[src/rtl/mem_stress_pkg.sv]
// Shared definitions for the memory stress driver.
//
// Contents:
//   state_t / ST_*       FSM state encoding (IDLE, REQ, RSP, DONE)
//   XS_SHIFT_A/B/C       xorshift32 shift amounts (13, 17, 5)
//   WRITE_BIT, ADDR_LSB,
//   WDATA_MSB            positions of the request fields in a PRNG word
//   xorshift32_next()    one xorshift32 step
package mem_stress_pkg;

  typedef logic [1:0] state_t;

  localparam state_t ST_IDLE = 2'd0;
  localparam state_t ST_REQ  = 2'd1;
  localparam state_t ST_RSP  = 2'd2;
  localparam state_t ST_DONE = 2'd3;

  localparam int unsigned XS_SHIFT_A = 13;
  localparam int unsigned XS_SHIFT_B = 17;
  localparam int unsigned XS_SHIFT_C = 5;

  // A PRNG word r maps to a request as:
  //   write = r[31], addr = r[16 +: ADDR_BITS], wdata = r[15:0]
  localparam int unsigned WRITE_BIT  = 31;
  localparam int unsigned ADDR_LSB   = 16;
  localparam int unsigned WDATA_MSB  = 15;
  localparam int unsigned WDATA_BITS = WDATA_MSB + 1;

  function automatic logic [31:0] xorshift32_next(input logic [31:0] x);
    logic [31:0] y;
    y = x;
    y = y ^ (y << XS_SHIFT_A);
    y = y ^ (y >> XS_SHIFT_B);
    y = y ^ (y << XS_SHIFT_C);
    return y;
  endfunction

endpackage

[src/rtl/mem_stress_driver_prng.sv]
// stress_prng: 32-bit xorshift32 generator.
//
// Ports:
//   clock    in   rising-edge clock
//   reset_n  in   asynchronous active-low reset; loads SEED (0 becomes 1)
//   advance  in   step the generator once this cycle
//   state    out  current 32-bit PRNG value
module stress_prng
  import mem_stress_pkg::*;
#(
  parameter logic [31:0] SEED = 32'd1
) (
  input  logic        clock,
  input  logic        reset_n,
  input  logic        advance,
  output logic [31:0] state
);

  // An all-zero xorshift state never leaves zero, so a zero seed is replaced.
  localparam logic [31:0] SEED_INIT = (SEED == 32'd0) ? 32'd1 : SEED;

  // NOTE: sequential state is assigned with <= so every flop samples
  // pre-edge values, independent of block ordering.
  always_ff @(posedge clock or negedge reset_n) begin
    if (!reset_n) begin
      state <= SEED_INIT;
    end else if (advance) begin
      state <= xorshift32_next(state);
    end
  end

endmodule

[src/rtl/mem_stress_driver.sv]
// mem_stress_driver: issues pseudo-random reads/writes to a memory under
// test, keeps a shadow copy of every written word and checks read data
// against it.
//
// Parameters: ADDR_BITS, NUM_OPS, SEED, TIMEOUT_CYCLES
// Optional response watchdog: define MEM_STRESS_TIMEOUT_EN.
//
// Ports:
//   clock, reset_n            clock / async active-low reset
//   start                     level; launches a run from IDLE
//   req_valid, req_ready      request handshake
//   req_write, req_addr,
//   req_wdata                 request payload (held while stalled)
//   rsp_valid, rsp_rdata      read response, one per accepted read
//   done, error, err_count,
//   op_count, first_err_addr,
//   timeout                   run status
module mem_stress_driver
  import mem_stress_pkg::*;
#(
  parameter int unsigned ADDR_BITS      = 5,
  parameter int unsigned NUM_OPS        = 32'd16777216,
  parameter logic [31:0] SEED           = 32'd1,
  parameter int unsigned TIMEOUT_CYCLES = 1024
) (
  input  logic                  clock,
  input  logic                  reset_n,
  input  logic                  start,
  output logic                  req_valid,
  input  logic                  req_ready,
  output logic                  req_write,
  output logic [ADDR_BITS-1:0]  req_addr,
  output logic [WDATA_BITS-1:0] req_wdata,
  input  logic                  rsp_valid,
  input  logic [WDATA_BITS-1:0] rsp_rdata,
  output logic                  done,
  output logic                  error,
  output logic [15:0]           err_count,
  output logic [31:0]           op_count,
  output logic [ADDR_BITS-1:0]  first_err_addr,
  output logic                  timeout
);

  localparam int unsigned DEPTH = 1 << ADDR_BITS;

  state_t                  state;
  logic [31:0]             prng_state;
  logic                    prng_advance;
  logic                    prng_unused;

  logic [WDATA_BITS-1:0]   shadow [DEPTH];
  logic [DEPTH-1:0]        written;

  logic                    wr_done;
  logic                    rd_handshake;
  logic                    rd_done;
  logic                    op_done;
  logic                    last_op;
  logic                    mismatch;
  logic                    tmo_hit;

  // The PRNG only steps when an op completes, so the payload is naturally
  // stable across stalls and still names the read address while in RSP.
  assign req_write = prng_state[WRITE_BIT];
  assign req_addr  = prng_state[ADDR_LSB +: ADDR_BITS];
  assign req_wdata = prng_state[WDATA_MSB:0];
  assign prng_unused = ^prng_state;

  assign req_valid = (state == ST_REQ);
  assign done      = (state == ST_DONE);

  assign wr_done      = req_valid && req_ready && req_write;
  assign rd_handshake = req_valid && req_ready && !req_write;
  assign rd_done      = (state == ST_RSP) && rsp_valid;
  assign op_done      = wr_done || rd_done;
  assign last_op      = op_done && (op_count == NUM_OPS - 1);
  assign mismatch     = rd_done && written[req_addr] && (rsp_rdata != shadow[req_addr]);

  assign prng_advance = ((state == ST_IDLE) && start) || op_done;

  stress_prng #(.SEED(SEED)) u_prng (
    .clock   (clock),
    .reset_n (reset_n),
    .advance (prng_advance),
    .state   (prng_state)
  );

  // NOTE: the shadow array has no reset; validity is tracked by the
  // resettable written[] bits, so the data can map onto plain RAM.
  always_ff @(posedge clock) begin
    if (wr_done) begin
      shadow[req_addr] <= req_wdata;
    end
  end

  always_ff @(posedge clock or negedge reset_n) begin
    if (!reset_n) begin
      state          <= ST_IDLE;
      written        <= '0;
      op_count       <= '0;
      err_count      <= '0;
      error          <= 1'b0;
      first_err_addr <= '0;
    end else begin
      case (state)
        ST_IDLE: if (start) state <= ST_REQ;
        ST_REQ: begin
          if (rd_handshake)  state <= ST_RSP;
          else if (last_op)  state <= ST_DONE;
        end
        ST_RSP: begin
          if (rsp_valid)     state <= last_op ? ST_DONE : ST_REQ;
          else if (tmo_hit)  state <= ST_DONE;
        end
        default: state <= ST_DONE;
      endcase

      if (wr_done) written[req_addr] <= 1'b1;
      if (op_done) op_count <= op_count + 32'd1;

      if (mismatch) begin
        // err_count never returns to zero, so zero means "no mismatch yet".
        if (err_count == 16'd0)     first_err_addr <= req_addr;
        if (err_count != 16'hFFFF)  err_count      <= err_count + 16'd1;
      end
      if (mismatch || tmo_hit) error <= 1'b1;
    end
  end

`ifdef MEM_STRESS_TIMEOUT_EN
  logic [31:0] tmo_cnt;

  // Fires in the TIMEOUT_CYCLES-th consecutive RSP cycle without a response.
  assign tmo_hit = (state == ST_RSP) && !rsp_valid && (tmo_cnt == TIMEOUT_CYCLES - 1);

  always_ff @(posedge clock or negedge reset_n) begin
    if (!reset_n) begin
      tmo_cnt <= '0;
      timeout <= 1'b0;
    end else begin
      if (rd_handshake)          tmo_cnt <= '0;
      else if (state == ST_RSP)  tmo_cnt <= tmo_cnt + 32'd1;
      if (tmo_hit)               timeout <= 1'b1;
    end
  end
`else
  assign tmo_hit = 1'b0;
  assign timeout = 1'b0;
`endif

endmodule

[config.mk]
export PLATFORM = sky130hd
export DESIGN_NAME = mem_stress_driver
export DESIGN_NICKNAME = d
export VERILOG_FILES = /design/src/rtl/mem_stress_pkg.sv /design/src/rtl/mem_stress_driver_prng.sv /design/src/rtl/mem_stress_driver.sv
export SDC_FILE = /design/constraint.sdc
export NUM_CORES = 1
export LEC_CHECK = 0
export ABC_AREA = 1
export CAP_MARGIN = 5
export CORE_ASPECT_RATIO = 0.6
export CORE_MARGIN = 2
export CORE_UTILIZATION = 50
export DETAILED_ROUTE_END_ITERATION = 6
export PLACE_DENSITY_LB_ADDON = 0.2
export SETUP_SLACK_MARGIN = 0.3
export SYNTH_ARGS = -nofsm -noshare
export SYNTH_HDL_FRONTEND = slang
export SYNTH_SLANG_ARGS = --single-unit
export TNS_END_PERCENT = 50
[constraint.sdc]
create_clock -name clock -period 3.2 [get_ports clock]
set_clock_uncertainty 0.15 [all_clocks]
set_input_delay 0.64 -clock clock [delete_from_list [all_inputs] [get_ports clock]]
set_output_delay 0.64 -clock clock [all_outputs]
set_load 0.05 [all_outputs]
==> impl.org, run 1 <==
** Synthesis
- Dominant synthesized flop cell :: sky130_fd_sc_hd__edfxtp_1
- In this run, synthesis produced a sequential element count of 632.
- Synth Cell Area :: 27300 sq um
- For this run, the register share of the synthesized area comes to 0.673.
- Synthesis produced a netlist with a net count of 2688.
- Unique cell type count in the Yosys netlist :: 45
- YS warnings :: 0
- Synthesis produced 2664 cells.
- FFs w/ async S/R, synth :: 0.190
- The average instance in the mapped netlist occupies 10.2 sq um.
- Number of synthesized flops with an enable pin :: 512

** GRT
- Number of antenna violations at the first check in global routing :: 2
- Summed over all layers, the global routing overflow is 0.
- Entering global routing, the biggest net connects 65 pins.
- Wire length of the first global-routing pass :: 116000 um
- The via count of the first global-routing pass came to 18.4k.
- Total global routing track utilization :: 0.276

** Clocking
- TritonCTS created 57 clock buffers.
- The clock passes through at most 3 buffers.
- Maximum level of the CTS H-tree :: 2
- After clock tree synthesis, the clock-pin slew on the worst setup and hold paths is 70 ps.
- The tree is rooted in a sky130_fd_sc_hd__clkbuf_16.
- The clock net in this run drives a total of 632 sinks.
- Clock latency of the later-clocked register in the worst-skew pair :: 600 ps
- TritonCTS built the clock tree.

** Route
- The detailed router finished its first iteration with 2424 violations.
- Post-detailed-route count of antenna-violating nets :: 0
- Length of the first detailed-routing pass in iterations :: 6
- The routed layout has 19.6k vias.
- Count of unresolved DRC violations after routing :: 0
- Per-cell routed wire length :: 21.6 um
- Using the TritonRoute via totals, the vias-per-cell ratio works out to 5.42.
- Total detailed-routing wirelength :: 78200 um

** Power
- Dividing total power by cell area gives a power density of 497 nW/um^2.
- Overall power after layout :: 16.2 mW
- Leakage power summed over all cells :: 14.9 nW
- Worst ir drop on vdd :: 0.000378 V

** Floorplanning
- Core Area :: 54100 sq um
- Starting utilization of the core area :: 0.505
- 100 I/O pins were placed.
- The die covers 56500 sq um.
- The die is 185 um tall.
- Die width :: 306 um
- In this run the core area contains 66 standard-cell rows.

** Timing
- Total count of hold-check failures in the final report :: 0
- Measured against its own limit, the worst slew margin works out to 0.438.
- Final worst-path setup slack :: 232 ps
- For the pin with the worst max-slew slack, the measured transition is 841 ps.
- Number of pins exceeding their max-slew limit in the final report :: 0
- Setup repair after global routing could not meet its margin everywhere.
- Counting I/O delays and the setup requirement, the final critical path takes 2970 ps.
- Setup total negative slack on the finished layout was measured at 0 ps.
- Setup Viol. Count Final :: 0
- Peak Freq :: 0.337 GHz
- Of the available clock period, the critical path in the final layout requires 0.927.

** Placement
- Final HPWL DP :: 48200 um
- Port Buf Inserts :: 98
- Routability congestion estimate :: 1.05
- Post-Place Setup Slack :: -169 ps

** Final layout
- Of the cells placed in the final design, the portion with a size suffix greater than 1 is 0.133.
- Synthesis-to-layout area growth :: 19.4%
- Number of antenna repair diodes :: 0
- Number of nets in the layout :: 2873

** Run
- Max-cap viol count :: 0

** Worst setup path
- Worst Path Required :: 3540 ps
- Crit Path Category :: flip-flop to flip-flop
- Maximum fanout along the worst path :: 8
- STA classifies the critical path startpoint as a flip-flop.
- Data arrival, critical path :: 3310 ps
- Worst Setup End Kind :: flip-flop

** Run status
- Status :: finished, final reports clean

** Hold path
- Path class of the lowest-slack min-delay path :: flip-flop to flip-flop
## flip-flops by register name, indices dropped and copies added, names as in the netlist
name and count:
state 2, written 32, op_count 32, u_prng.state 32, shadow 512, error 1
first_err_addr 5, err_count 16
## report_power, final
part	total [mW]	switching [mW]	leakage [nW]	internal, mW
clock	6.81	3.02	0.881	3.79
sequential	8.85	0.0435	7.50	8.81
combinational	0.540	0.380	6.55	0.159
## stage by stage
step	area, sq um	instances	hold slack [ps]	utilization
after global routing	32600	3610	330	0.603
after CTS	32200	3603	310	0.596
after global placement	29700	3473	291	0.550
after detailed placement	29700	3473	295	0.550
after floorplan	27300	2664	194	-
final	32600	3610	318	0.603
## placed cells by master (no fill, tap or decap), types with 22 or more instances in the layout
cell                              instances
sky130_fd_sc_hd__buf_12                  26
sky130_fd_sc_hd__buf_4                  121
sky130_fd_sc_hd__clkbuf_16               62
sky130_fd_sc_hd__clkdlybuf4s50_1         79
sky130_fd_sc_hd__dfrtp_1                117
sky130_fd_sc_hd__edfxtp_1               512
sky130_fd_sc_hd__inv_1                   67
sky130_fd_sc_hd__nand2_1               1312
sky130_fd_sc_hd__nand2_2                 45
sky130_fd_sc_hd__nand3_1                 89
sky130_fd_sc_hd__nand4_1                 30
sky130_fd_sc_hd__nor2_1                  72
sky130_fd_sc_hd__nor2_4                  22
sky130_fd_sc_hd__o21ai_0                 49
sky130_fd_sc_hd__xnor2_1                 57
sky130_fd_sc_hd__xor2_1                  44
## timing repair
action	in CTS	in global routing
buffers inserted	13	3
gates cloned	10	4
resized for setup	72	78
pin swaps	3	45
hold endpoints to repair	34	0
setup endpoints to repair	25	26
hold buffers	1	0
## path summary, 6_finish.rpt
path,from,end,slack (ps),cells after the start
worst min register to register,written[31],written[31],320,2
worst min-delay path,written[31],written[31],320,2
max in group asynchronous,reset_n,written[4],1700,3
worst max register to register,u_prng.state[16],error,230,21
min in group asynchronous,reset_n,err_count[0],420,2
worst max-delay path,u_prng.state[16],error,230,21
## area by class of cell
class / count / area (sq um)
fillers: 4363 / 21500
inverters: 74 / 312
well taps: 714 / 893
repair inverters: 2 / 20.0
repair buffers: 253 / 2780
clock buffers: 77 / 1580
flip-flops and latches: 632 / 18400
multi-input cells: 1829 / 8370
clock inverters: 29 / 250
## critical path, stage by stage, from the launching register on
cell and delay [ps]:
sky130_fd_sc_hd__dfrtp_4 460, sky130_fd_sc_hd__buf_12 160, sky130_fd_sc_hd__clkinv_16 90, sky130_fd_sc_hd__buf_16 160
sky130_fd_sc_hd__buf_12 160, sky130_fd_sc_hd__clkbuf_16 160, sky130_fd_sc_hd__nand2_2 50, sky130_fd_sc_hd__nand2_1 50
sky130_fd_sc_hd__nand2_1 50, sky130_fd_sc_hd__nand3_1 60, sky130_fd_sc_hd__nand2_1 70, sky130_fd_sc_hd__nand2_1 60
sky130_fd_sc_hd__nor2_2 160, sky130_fd_sc_hd__nand2_1 70, sky130_fd_sc_hd__nand2_1 60, sky130_fd_sc_hd__nand2_1 50
sky130_fd_sc_hd__nor2_1 80, sky130_fd_sc_hd__nand2_1 100, sky130_fd_sc_hd__nor2_4 180, sky130_fd_sc_hd__nand2_8 130
sky130_fd_sc_hd__buf_8 170, sky130_fd_sc_hd__a21o_1 150
## synth_stat cells, drive strengths merged, types with 3 or more instances
cell type / count / area [sq um]
nand2: 1362 / 5110
edfxtp: 512 / 15400
dfrtp: 119 / 2980
nor2: 105 / 407
nand3: 96 / 485
buf: 91 / 539
inv: 73 / 277
xnor2: 57 / 499
o21ai: 51 / 255
xor2: 44 / 385
clkbuf: 39 / 146
nand4: 30 / 188
nor3: 21 / 161
or2: 16 / 100
nor4: 13 / 87.6
a22oi: 8 / 60.1
o221ai: 7 / 61.3
a21oi: 5 / 28.8
ha: 3 / 37.5
## routing by layer
layer,GRT usage,part of all wire
met5,0,0
met4,0.0528,0.016
met3,0.0722,0.12
met2,0.385,0.41
met1,0.432,0.45
## logic make-up after synthesis
group,synth area share
AND/OR/NAND/NOR,0.240
other,0.000137
XOR/XNOR,0.0324
multiplexers,0.000413
adder cells (fa/ha/maj),0.00138
AO/OA/AOI/OAI,0.0165
flip-flops,0.673
buffers and inverters,0.0354
(Power assumes the default switching activity.)
==> inputs of run 2 (changes only) <==
- CORE_UTILIZATION: 50 -> 35
==> impl.org, run 2 (same netlist as run 1, synthesis figures left out) <==
** Run status
- The flow ran to the end, and the final reports show no timing, DRC or antenna violations.

** Timing
- The post-layout minimum cycle time came to 3020 ps (+51.1 ps).
- The final-report setup violation count came to 0 (unchanged).
- RSZ-0062 raised after global routing :: true
- Worst slew margin :: 0.289 (-0.148)
- The transition time at the pin with the least slew margin was 1070 ps (+225 ps).
- The share of the clock period used by the worst path is 0.943 (+0.0160).
- The count of pins over their slew limit was 0 (unchanged).
- Final worst-path setup slack :: 181 ps (-51.1 ps)
- The achievable clock frequency is 0.331 GHz (-1.7%).
- Sum of negative setup slack :: 0 ps (unchanged)
- The final-report hold violation count came to 0 (unchanged).

** Final layout
- The flip-flop count of the largest register, all copies and words added is 512 (unchanged).
- The area of all placed cells without fillers came to 33500 sq um (+2.7%).
- Compared with the post-synthesis result, the final layout area differs by 22.7%.
- Most common cell after layout, fill and taps aside :: sky130_fd_sc_hd__nand2_1
- Register with the most flip-flops :: shadow
- The number of cells in the finished layout apart from fillers is 3967 (+9.9%).
- The library cells used most frequently in the layout, excluding fill and tap cells, are sky130_fd_sc_hd__nand2_1, sky130_fd_sc_hd__edfxtp_1, sky130_fd_sc_hd__dfrtp_1, sky130_fd_sc_hd__buf_4, sky130_fd_sc_hd__nand3_1.
- The number of nets in the finished design is 2888 (+0.52%).
- Fraction of final layout cells sized beyond drive strength 1 :: 0.149 (+0.0164)
- The utilization after layout is 0.432 (-0.170).

** GRT
- Total global routing track utilization :: 0.214 (-0.0611)
- Number of antenna violations at the first check in global routing :: 8 (+6)
- Congestion Overflow GR :: 0 (unchanged)
- The maximum number of pins on one net before global-route repair was 83 (+28%).
- The via count of the first global-routing pass came to 18.6k (+1.5%).
- The first-pass GRT wire length is 126000 um (+8.5%).

** Hold path
- Launch instance of the worst min-delay path :: written[15]
- End point of the most critical hold path :: written[15]
- Path class of the lowest-slack min-delay path :: flip-flop to flip-flop
- Number of cells traversed by the worst hold path :: 2 (unchanged)

** Power
- The switching component of the power came to 3.64 mW (+5.7%).
- The part of the power in registers was 0.537 (-0.009).
- Internal Dissipation :: 12.9 mW (+0.84%)
- Leakage power summed over all cells :: 15.1 nW (+1.5%)
- The clock power share is 0.431 (+0.011).
- P per Cell Area :: 493 nW/um^2 (-0.79%)
- Share of power burned in combinational logic :: 0.033 (about the same)
- Worst ir drop on vdd :: 0.000400 V (+5.9%)
- The proportion of total power due to net switching came to 0.221 (+0.00802).

** Placement
- Routability congestion estimate :: 0.890 (-15%)
- Post-Place Setup Slack :: -218 ps (-48.6 ps)
- Total placed instance area :: 30400 sq um (+2.2%)
- Final HPWL DP :: 53100 um (+10%)
- Port Buf Inserts :: 98 (unchanged)
- The cell count after placement was 3820 (+10%).

** Worst setup path
- The critical-path maximum fanout is 9 (+1).
- The endpoint arrival time on the critical path was 3450 ps (+140 ps).
- Worst Path Required :: 3630 ps (+90 ps)
- The worst setup slack for register-to-register paths came to 180 ps (-50 ps).
- Worst Setup End Kind :: flip-flop
- Worst-case reg-to-reg path depth :: 21 (unchanged)
- The startpoint identified for the worst register-to-register timing path is u_prng.state[16].
- The worst setup path is launched from a flip-flop.
- Reg-to-reg endpoint :: err_count[0]
- Crit Path Category :: flip-flop to flip-flop

** Clocking
- Root buffer cell :: sky130_fd_sc_hd__clkbuf_16
- Maximum level of the CTS H-tree :: 2 (unchanged)
- Number of buffers between clock root and the deepest sink :: 3 (unchanged)
- The CTS buffer count was 60 (+5.3%).
- The clock-pin transition on the worst setup and hold timing paths is 70 ps (about the same).
- Clock sink count :: 632 (unchanged)
- The source-to-sink clock delay at the later pin of the worst-skew pair was 660 ps (+60 ps).
- TritonCTS built the clock tree.

** Floorplanning
- Num rows :: 79 (+20%)
- Starting utilization of the core area :: 0.353 (-0.152)
- Core Area :: 77400 sq um (+43%)
- The top-level port count is 100 (unchanged).
- DIE AREA :: 80300 sq um (+42%)
- The floorplan die width came to 364 um (+19%).
- The vertical extent of the die was 220 um (+19%).

** Route
- Number of violations reported at the end of detailed-routing iteration 0 :: 2295 (-5.3%)
- The average wire per standard cell is 21.9 um (+1.1%).
- Total detailed-routing wirelength :: 86800 um (+11%)
- Post-detailed-route count of antenna-violating nets :: 0 (unchanged)
- Total number of vias :: 19.6k (+0.087%)
- Number of vias per cell :: 4.94 (-8.9%)
- The first-pass detailed-route iteration total is 5 (-1).
- The remaining design rule violation count came to 0 (unchanged).

** Run
- The max-capacitance violation count was 0 (unchanged).
## run 2: power groups by stage
stage          registers [mW]  logic, mW  clock network (mW)
2_1_floorplan            9.09      0.234                   0
4_1_cts                  8.86      0.537                7.26
3_5_place_dp             9.03      0.532                   0
5_1_grt                  8.86      0.585                7.55
3_3_place_gp             9.03      0.525                   0
6_report                 8.86      0.538                7.11
## run 2: critical path, stage by stage, from the launching register on
cell,delay [ps]
sky130_fd_sc_hd__dfrtp_4,510
sky130_fd_sc_hd__buf_6,160
sky130_fd_sc_hd__inv_6,130
sky130_fd_sc_hd__buf_16,150
sky130_fd_sc_hd__buf_6,180
sky130_fd_sc_hd__nand2_1,60
sky130_fd_sc_hd__nand2_1,70
sky130_fd_sc_hd__nand2_1,50
sky130_fd_sc_hd__nand3_1,100
sky130_fd_sc_hd__nand2_2,140
sky130_fd_sc_hd__nand2_2,130
sky130_fd_sc_hd__nor2_4,40
sky130_fd_sc_hd__nand3_1,70
sky130_fd_sc_hd__nand2_1,70
sky130_fd_sc_hd__nor2_2,90
sky130_fd_sc_hd__nand2_2,110
sky130_fd_sc_hd__nor2_4,170
sky130_fd_sc_hd__nand2_8,110
sky130_fd_sc_hd__buf_6,140
sky130_fd_sc_hd__nand3_4,130
sky130_fd_sc_hd__nand2_1,80
sky130_fd_sc_hd__nand2_1,60
## run 2: how the worst max path moves through the flow
stage	from	end
5_1_grt	u_prng.state[16]	err_count[12]
2_1_floorplan	state[1]	shadow[24][0]
4_1_cts	u_prng.state[19]	req_addr[3]
3_3_place_gp	rsp_valid	op_count[27]
6_report	u_prng.state[16]	err_count[0]
3_5_place_dp	rsp_valid	op_count[27]
## run 2: timing repair
item                                    in CTS  in global routing
pin swaps                                   26                 20
buffers inserted                            15                  5
resized for setup                          125                 50
endpoints found under the setup margin      40                 77
hold buffers                                 1                  0
endpoints found under the hold margin       36                  0
gates cloned                                11                  3
## run 2: layout make-up
class | instances | area [sq um]
timing repair buffer | 266 | 3090
sequential | 632 | 18400
timing repair inverter | 1 | 8.76
multi-input combinational | 1829 | 8450
inverter | 74 | 297
tap | 1053 | 1320
antenna | 1 | 2.50
clock buffer | 85 | 1710
clock inverter | 26 | 216
fill | 7243 | 43900
## run 2: layer usage
| layer | vias to the layer above | part of all wire | routed length, um | track usage |
|---|---|---|---|---|
| met3 | 107 | 0.095 | 8270 | 0.0493 |
| met1 | 9566 | 0.49 | 42100 | 0.338 |
| met2 | 785 | 0.40 | 34700 | 0.294 |
| li1 | 9139 | - | - | - |
| met5 | - | 0.00014 | 12 | 0 |
| met4 | 2 | 0.020 | 1720 | 0.0508 |
## run 2: through the flow
step	hold WS, ps	total power [mW]
finish	317	16.5
global route	330	17.0
CTS	313	16.7
detailed placement	298	9.57
global placement	292	9.56
floorplan	194	9.33
==> inputs of run 3 (changes only) <==
--- a/config.mk
+++ b/config.mk
@@ -14,2 +14,3 @@
 export PLACE_DENSITY_LB_ADDON = 0.2
+export RECOVER_POWER = 25
 export SETUP_SLACK_MARGIN = 0.3
--- a/constraint.sdc
+++ b/constraint.sdc
@@ -4,2 +4,2 @@
 set_output_delay 0.64 -clock clock [all_outputs]
-set_load 0.05 [all_outputs]
+set_load 0.1 [all_outputs]
==> impl.org, run 3 (same netlist as run 1, synthesis figures left out) <==
** GRT
- Total global routing track utilization :: 0.206 (-0.00854)
- The number of antenna violations at the first check in global routing is 2 (-6).
- Wire length of the first global-routing pass :: 122000 um (-2.8%)
- Congestion Overflow GR :: 0 (unchanged)
- The maximum number of pins on one net before global-route repair is 68 (-18%).
- The via count of the first global-routing pass was 18.5k (-0.52%).

** Final layout
- Number of antenna repair diodes :: 0 (-1)
- Fraction of final layout cells sized beyond drive strength 1 :: 0.146 (-0.00327)
- The total area of sequential cells was 18400 sq um (about the same).
- shadow holds more flip-flops than any other register.
- Number of cells in the finished layout apart from fillers :: 3956 (-0.28%)
- Multi-input logic area :: 8260 sq um (-2.3%)
- The number of nets in the finished design is 2880 (-0.28%).
- Number of inserted filler cells in the final layout :: 7317 (+1.0%)
- Highest-count cells in the layout ignoring fill and taps :: sky130_fd_sc_hd__nand2_1, sky130_fd_sc_hd__edfxtp_1, sky130_fd_sc_hd__buf_4, sky130_fd_sc_hd__dfrtp_1, sky130_fd_sc_hd__nand3_1
- Max FFs per register :: 512 (unchanged)
- Most common cell after layout, fill and taps aside :: sky130_fd_sc_hd__nand2_1
- Synthesis-to-layout area growth :: 21.0%

** Placement
- Routability congestion estimate :: 0.871 (-2.1%)
- The count of input and output buffers came to 98 (unchanged).
- The cell count after placement was 3823 (+0.079%).
- Final HPWL DP :: 52500 um (-1.3%)

** Floorplanning
- The core footprint is 77400 sq um (unchanged).
- IO Count :: 100 (unchanged)
- DIE AREA :: 80300 sq um (unchanged)
- The total number of placement rows was 79 (unchanged).
- The floorplan die width came to 364 um (unchanged).
- Die Span Y :: 220 um (unchanged)
- Starting utilization of the core area :: 0.353 (unchanged)

** Route
- Length of the first detailed-routing pass in iterations :: 5 (unchanged)
- Per-cell routed wire length :: 21.2 um (-3.3%)
- The remaining design rule violation count is 0 (unchanged).
- The number of violations reported at the end of detailed-routing iteration 0 is 2048 (-11%).
- Total number of vias :: 19.4k (-0.93%)
- Number of vias per cell :: 4.91 (-0.66%)
- Post-detailed-route count of antenna-violating nets :: 0 (unchanged)
- Total detailed-routing wirelength :: 83700 um (-3.5%)

** Clocking
- Root buffer cell :: sky130_fd_sc_hd__clkbuf_16
- TritonCTS built the clock tree.
- Total clock buffers created by CTS :: 59 (-1.7%)
- Maximum level of the CTS H-tree :: 2 (unchanged)
- Number of buffers between clock root and the deepest sink :: 3 (unchanged)
- The source-to-sink clock delay at the later pin of the worst-skew pair was 630 ps (-30 ps).
- The clock-pin transition on the worst setup and hold timing paths came to 70 ps (about the same).
- Clock sink count :: 632 (unchanged)

** Run status
- Status :: finished, violations left
- The checks that failed: max-capacitance violations, max-slew violations.

** Timing
- Tightest hold margin :: 312 ps (-4.42 ps)
- Time the final worst path needs with I/O delays and setup :: 3070 ps (+49.8 ps)
- Fraction of the cycle the final worst path needs :: 0.959 (+0.0156)
- Number of pins exceeding their max-slew limit in the final report :: 66 (+66)
- Least-Margin Pin Slew :: 2160 ps (+1090 ps)
- Peak Freq :: 0.326 GHz (-1.6%)
- The final-report setup violation count is 0 (unchanged).
- The final-report hold violation count was 0 (unchanged).
- The tightest slew margin relative to the limit was -0.438 (-0.728).
- Setup repair after global routing could not meet its margin everywhere.

** Worst setup path
- Ordered cell list for the critical path :: buf_4
- The longest individual stage delay on the worst path is 1210 ps (+700 ps).
- The critical path is of the flip-flop to primary output type.
- STA classifies the critical path startpoint as a flip-flop.
- Top Family by Delay on Critical Path :: flip-flops
- Worst Setup End Kind :: primary output
- Maximum fanout along the worst path :: 21 (+12)
- The combined buffer and inverter count along the critical path is 1 (-4).
- Worst Path Required :: 2410 ps (-1220 ps)
- Data arrival, critical path :: 2280 ps (-1170 ps)
- Critical-path cell with the highest stage delay :: sky130_fd_sc_hd__dfstp_1

** Power
- P per Cell Area :: 507 nW/um^2 (+2.8%)
- Leakage power summed over all cells :: 15.1 nW (-0.56%)
- The worst supply voltage drop on vdd was 0.000407 V (+1.7%).

** Run
- Max-cap viol count :: 2 (+2)

** Hold path
- Path class of the lowest-slack min-delay path :: flip-flop to flip-flop
[run 3: per-layer routing]
metal / wire length, um / track usage / vias to the layer above
met3: 7670 / 0.0519 / 94
met4: 1490 / 0.0482 / 0
met5: 0 / 0 / -
met1: 40700 / 0.320 / 9501
li1: - / - / 9105
met2: 33900 / 0.284 / 716
[run 3: final timing paths]
check                                  from           end  slack, ps  cells after the start
setup / recovery            u_prng.state[0]  req_wdata[0]        130                      1
hold / removal                   written[2]    written[2]        310                      2
setup reg to reg           u_prng.state[16]         error        230                     17
hold reg to reg                  written[2]    written[2]        310                      2
max in group asynchronous           reset_n   written[13]        790                      3
min in group asynchronous           reset_n  op_count[23]        390                      2
[run 3: area by class of cell]
type,count,area share
tap,1053,0.0399
clock inverter,30,0.00803
sequential,632,0.557
inverter,74,0.00879
timing repair buffer,260,0.0861
multi-input combinational,1829,0.250
clock buffer,78,0.0503
[run 3: report_power, final]
group / switching (mW) / leakage [nW] / internal, mW / total, mW
Clock: 3.17 / 0.948 / 4.03 / 7.20
Combinational: 0.523 / 6.62 / 0.165 / 0.687
Sequential: 0.0454 / 7.50 / 8.81 / 8.86
Total: 3.74 / 15.1 / 13.0 / 16.7
[run 3: metrics by stage]
step                      cell area, sq um  setup TNS (ps)  power [mW]  setup slack [ps]  utilization
final                                33000               0        16.7               131        0.427
after global routing                 33000               0        17.2              47.3        0.427
after CTS                            33000               0        16.9               274        0.426
after detailed placement             30400            -825        9.72             -61.5        0.393
after global placement               30400            -419        9.70             -28.3        0.393
after floorplan                      27300               0        9.47               310            -
[run 3: timing repair]
item,CTS,global route
gates cloned,6,3
pin swaps,18,7
resized for setup,86,14
endpoints found under the hold margin,32,0
buffers inserted,15,0
setup endpoints to repair,43,59
hold buffers,1,0
